### src/rtl/program_loader.sv
`default_nettype none
// ============================================================================
// Module   : program_loader
// Brief    : Byte-stream program loader. Assembles 16-bit instruction words
//            (high byte first), writes them into instruction memory, holds
//            the processor in reset while loading and flags unknown opcodes.
// Revision : 1.0 - initial release
// ============================================================================
module program_loader #(
  parameter int ADDR_W = 8,
  parameter int MAX_OP = 5
) (
  input  logic              Clock,
  input  logic              Reset,
  input  logic              Start,
  input  logic              Abort,
  input  logic [7:0]        Byte_in,
  input  logic              Byte_valid,
  output logic              Byte_ready,
  output logic [ADDR_W-1:0] I_Addr,
  output logic [15:0]       I_Data,
  output logic              I_Wr,
  output logic              CPU_Reset,
  output logic              Busy,
  output logic              Done,
  output logic              Bad_op,
  output logic [ADDR_W:0]   Words
);

  typedef enum logic [2:0] {
    S_IDLE  = 3'd0,
    S_LEN   = 3'd1,
    S_HI    = 3'd2,
    S_LO    = 3'd3,
    S_WRITE = 3'd4,
    S_DONE  = 3'd5
  } state_t;

  localparam logic [3:0]        MAX_OP_4 = 4'(MAX_OP);
  localparam logic [ADDR_W-1:0] ONE      = ADDR_W'(1);

  state_t            state;
  state_t            state_next;
  logic              loaded;
  logic              loaded_next;
  logic [ADDR_W-1:0] len_n;
  logic [ADDR_W-1:0] index;
  logic [7:0]        hi_byte;
  logic              xfer;
  logic              last_word;
  logic              bad_opcode;
  logic              start_ok;

  assign xfer       = Byte_valid & Byte_ready;
  // N=0 wraps to all-ones here, which gives the full 2**ADDR_W word image.
  assign last_word  = (index == (len_n - ONE));
  assign bad_opcode = (I_Data[15:12] > MAX_OP_4);
  assign start_ok   = (state == S_IDLE) && Start && !Abort;

  // State and load-status registers; CPU_Reset follows the next-state view so
  // it rises in the very cycle after Start and falls right after DONE.
  always_ff @(posedge Clock or posedge Reset) begin
    if (Reset) begin
      state     <= S_IDLE;
      loaded    <= 1'b0;
      CPU_Reset <= 1'b1;
    end else begin
      state     <= state_next;
      loaded    <= loaded_next;
      CPU_Reset <= (state_next != S_IDLE) | ~loaded_next;
    end
  end

  // Next-state logic and per-state strobes; Abort overrides every busy state.
  always_comb begin
    state_next  = state;
    loaded_next = loaded;
    Byte_ready  = 1'b0;
    I_Wr        = 1'b0;
    Done        = 1'b0;
    Busy        = (state != S_IDLE);
    case (state)
      S_IDLE: begin
        if (Start && !Abort) begin
          state_next  = S_LEN;
          loaded_next = 1'b0;
        end
      end
      S_LEN: begin
        Byte_ready = 1'b1;
        if (xfer) state_next = S_HI;
      end
      S_HI: begin
        Byte_ready = 1'b1;
        if (xfer) state_next = S_LO;
      end
      S_LO: begin
        Byte_ready = 1'b1;
        if (xfer) state_next = S_WRITE;
      end
      S_WRITE: begin
        I_Wr       = 1'b1;
        state_next = last_word ? S_DONE : S_HI;
      end
      S_DONE: begin
        Done        = 1'b1;
        state_next  = S_IDLE;
        loaded_next = 1'b1;
      end
      default: begin
        state_next = S_IDLE;
      end
    endcase
    if (Abort && (state != S_IDLE)) begin
      state_next  = S_IDLE;
      loaded_next = 1'b0;
    end
  end

  // Datapath: length, word index, byte assembly, write port and statistics.
  // The write port is loaded on the lo-byte transfer so it is valid during
  // WRITE and simply holds afterwards.
  always_ff @(posedge Clock or posedge Reset) begin
    if (Reset) begin
      len_n   <= '0;
      index   <= '0;
      hi_byte <= '0;
      I_Addr  <= '0;
      I_Data  <= '0;
      Bad_op  <= 1'b0;
      Words   <= '0;
    end else begin
      if (start_ok) begin
        Bad_op <= 1'b0;
        Words  <= '0;
      end
      if ((state == S_LEN) && xfer && !Abort) begin
        len_n <= ADDR_W'(Byte_in);
        index <= '0;
      end
      if ((state == S_HI) && xfer && !Abort) begin
        hi_byte <= Byte_in;
      end
      if ((state == S_LO) && xfer && !Abort) begin
        I_Data <= {hi_byte, Byte_in};
        I_Addr <= index;
      end
      if (state == S_WRITE) begin
        if (bad_opcode) Bad_op <= 1'b1;
        Words <= Words + 1'b1;
        if (!last_word) index <= index + 1'b1;
      end
    end
  end

endmodule
`default_nettype wire

### config.mk
export PLATFORM = sky130hd
export DESIGN_NAME = program_loader
export DESIGN_NICKNAME = d
export VERILOG_FILES = /design/src/rtl/program_loader.sv
export SDC_FILE = /design/constraint.sdc
export NUM_CORES = 1
export LEC_CHECK = 0
export CAP_MARGIN = 20
export CORE_AREA = 3 3 103 105
export CTS_BUF_LIST = sky130_fd_sc_hd__clkbuf_4
export DETAILED_ROUTE_END_ITERATION = 16
export DIE_AREA = 0 0 106 108
export GPL_TIMING_DRIVEN = 0
export PLACE_DENSITY = 0.57
export SYNTH_ARGS = -nofsm -noshare
export SYNTH_HDL_FRONTEND = slang
export SYNTH_SLANG_ARGS = --single-unit
### constraint.sdc
create_clock -name Clock -period 5.4 [get_ports Clock]
set_clock_uncertainty 0.1 [all_clocks]
set_input_delay 1.08 -clock Clock [delete_from_list [all_inputs] [get_ports Clock]]
set_output_delay 1.08 -clock Clock [all_outputs]
set_load 0.05 [all_outputs]
==> summary.md <==
| Metric | Value |
|---|---|
| Leakage power | 0.00164 uW |
| Vias/cell | 4.59 |
| Final min period | 3690 ps |
| Synth area leader | dfrtp_1 |
| Post-synth EDFFs | 0 |
| First-pass GRT wire length | 10.5 mm |
| Antenna fix cells | 0 |
| CTS Hold Bufs | 0 |
| #FFs+latches synth | 63 |
| Library cells used by synthesis | 35 |
| Drt pass-1 iters | 4 |
| R2R Setup Slk | 3140 ps |
| Crit path kind | flip-flop to output pin |
| Worst-case vdd ir drop | 200 uV |
| Critical Path Source Type | flip-flop |
| Fmax | 271 MHz |
| Critical Path Fanout Max | 10 |
| Cell area after synthesis | 0.00290 sq mm |
| Grt ovf | 0 |
| Synthesized area per cell | 11.8 sq um |
| Number of port buffers | 50 |
| 1st-iter DRT viols | 73 |
| # nets final | 323 |
| Final Slew Violations | 0 |
| Pwr Density | 364 mW/mm^2 |
| Reg clk slew, reported paths | 100 ps |
| Starting Density | 29.8% |
| Post-CTS Setup Bufs | 0 |
| Post-route setup TNS | 0 ps |
| Hold Fails Final Rpt | 0 |
| # DRC | 0 |
| Worst Setup SP | state[0] |
| Area share of the largest cell type after synthesis | 53.5% |
| Initial antenna violation count | 0 |
| # clock sinks | 63 |
| Area growth syn-to-layout | 27.8% |
| Worst hold-check path type | flip-flop to flip-flop |
| Fin util | 38.1% |
| Hold depth | 1 |
| Layout cell share with drive strength beyond 1 | 20.9% |
| GP Congestion | 0.862 |
| Row count | 36 |
| Worst setup path endpoint | I_Wr |
| Fill cells | 968 |
| Pin count of the biggest net entering global routing | 40 |
| Slew margin rel. | 43.3% |
| Post-synthesis sequential area ratio | 54.4% |
| H-tree levels | 3 |
| WP data required | 4220 ps |
| Vias in the first global route | 2077 |
| Cts bufs inserted | 9 |
| DR WL/cell | 13.7 microns |
| Worst-Skew Late Latency | 410 ps |
| Actual slew at the worst max-slew pin | 849 ps |
| Fin crit share | 68.4% |
| Synth async-reset ratio | 100% |
| PnR worst setup slack | 1710 ps |
| Post-cts repair resize count | 0 |
| Die Ht | 108 microns |
| CTS tree | done |
| Synth Instances | 245 |
| Startpoint of the worst-slack reg-to-reg timing path | len_n[0] |
| Yosys warns | 0 |
| GR Util All Layers | 11.8% |
| Arr. time, crit path | 2510 ps |
| Simple-gate share of the synthesized area | 12.9% |
| Top cells by area, synth | dfrtp_1 (53%), mux2_2 (16%), nand2_1 (3.2%), xnor2_1 (2.7%), xor2_1 (2.7%) |
| Most used DFF post-synth | dfrtp_1 |
| Synth Area in XOR/XNOR | 5.44% |
| Final WL | 6.10 mm |
| Post-route ant nets | 0 |
| Core ar. | 0.00973 sq mm |
| Crit. End Element | output pin |
| Main combinational cell family by area after synthesis | multiplexers |
| CTS Buffer Depth | 2 |
| Post-Syn Nets | 261 |
| FF-to-FF End | index[4] |
| Die X | 106 microns |
| Num ports | 52 |
| Status | finished, final reports clean |
| Post-synthesis mux area share | 17.3% |
| Pre-CTS WS | 1960 ps |
| Final setup viols | 0 |
| Die ar. | 0.0114 sq mm |
| Synth Area in Compound Gates | 6.90% |
| Post-Synth Adder-Cell Area | 1.29% |
| DR vias | 2036 |
| Hpwl dp | 4.47 mm |
| Max-capacitance violation count | 0 |
| RSZ-0062 raised after global routing | no |
| FF-to-FF path depth | 8 |
| Clk root buf | clkbuf_4 |
cells in the mapped netlist, types with 4 or more instances:
cell type and number:
dfrtp_1 62, mux2_2 41, nand2_1 25, nand3_1 12, nor2_1 11, o21ai_0 10, xnor2_1 9, xor2_1 9
a31oi_1 7, clkbuf_1 6, and3_1 5, nand4_1 5, inv_1 4, mux2i_1 4, nor3_1 4
worst max-delay path: stages, from the launching register on:
cell and delay, ps:
dfrtp_1 370, clkbuf_1 180, nor2_1 170, nand2_1 180
inv_1 140, buf_2 240, clkdlybuf4s50_1 840
layout make-up:
class	count	area, sq um	share of cell area (%)
timing repair buffer	51	520	14.0
clock inverter	6	52.6	1.42
tap	133	166	4.49
multi-input combinational	169	1270	34.3
buffer	9	37.5	1.01
sequential	63	1580	42.6
inverter	4	15.0	0.405
clock buffer	9	67.6	1.82
where the power goes:
group	internal [uW]	total [uW]	switching, uW	leakage [uW]
logic	184	429	245	0.000742
registers	554	623	69.5	0.000838
clock network	133	298	165	0.0000620
per-layer routing:
metal	part of all wire, %	wire length (microns)	up-vias	track usage (%)
met5	0	0	-	0
met4	2.0	123	0	5.27
met3	5.9	361	12	4.36
met2	45	2750	48	17.8
met1	47	2870	981	15.1
li1	-	-	995	-
logic make-up after synthesis:
| group | count (synthesis) |
|---|---|
| AND/OR/NAND/NOR | 73 |
| flip-flops | 63 |
| multiplexers | 45 |
| AO/OA/AOI/OAI | 30 |
| XOR/XNOR | 18 |
| buffers and inverters | 13 |
| adder cells (fa/ha/maj) | 3 |
sequential cells by signal, summed over array words and instances (netlist names):
name / count
Bad_op: 1
CPU_Reset: 1
I_Addr: 8
I_Data: 16
Words: 9
hi_byte: 8
index: 8
len_n: 8
loaded: 1
state: 3
per-stage QoR:
| stage | power (uW) | cell area, sq um | cells | hold slack (ps) |
|---|---|---|---|---|
| 2_1_floorplan | 938 | 2900 | 245 | 323 |
| 3_3_place_gp | 1060 | 3570 | 428 | 343 |
| 3_5_place_dp | 1070 | 3590 | 429 | 346 |
| 4_1_cts | 1370 | 3710 | 444 | 361 |
| 5_1_grt | 1430 | 3710 | 444 | 407 |
| 6_report | 1350 | 3710 | 444 | 359 |
how the worst min path moves through the flow:
stage,from,to
after global placement,loaded,CPU_Reset
after global routing,loaded,CPU_Reset
final,loaded,CPU_Reset
after detailed placement,loaded,CPU_Reset
after floorplan,loaded,CPU_Reset
after CTS,loaded,CPU_Reset
layout by cell type (no fill, tap or decap), types with 9 or more instances in the layout:
cell              n
xnor2_1           9
o21ai_0          10
clkbuf_4          9
dfrtp_1          62
xor2_1            9
nor2_1           11
clkdlybuf4s50_1  50
nand2_1          25
nand3_1          12
mux2_2           41
Note: power is estimated with default switching activity, not from simulation.
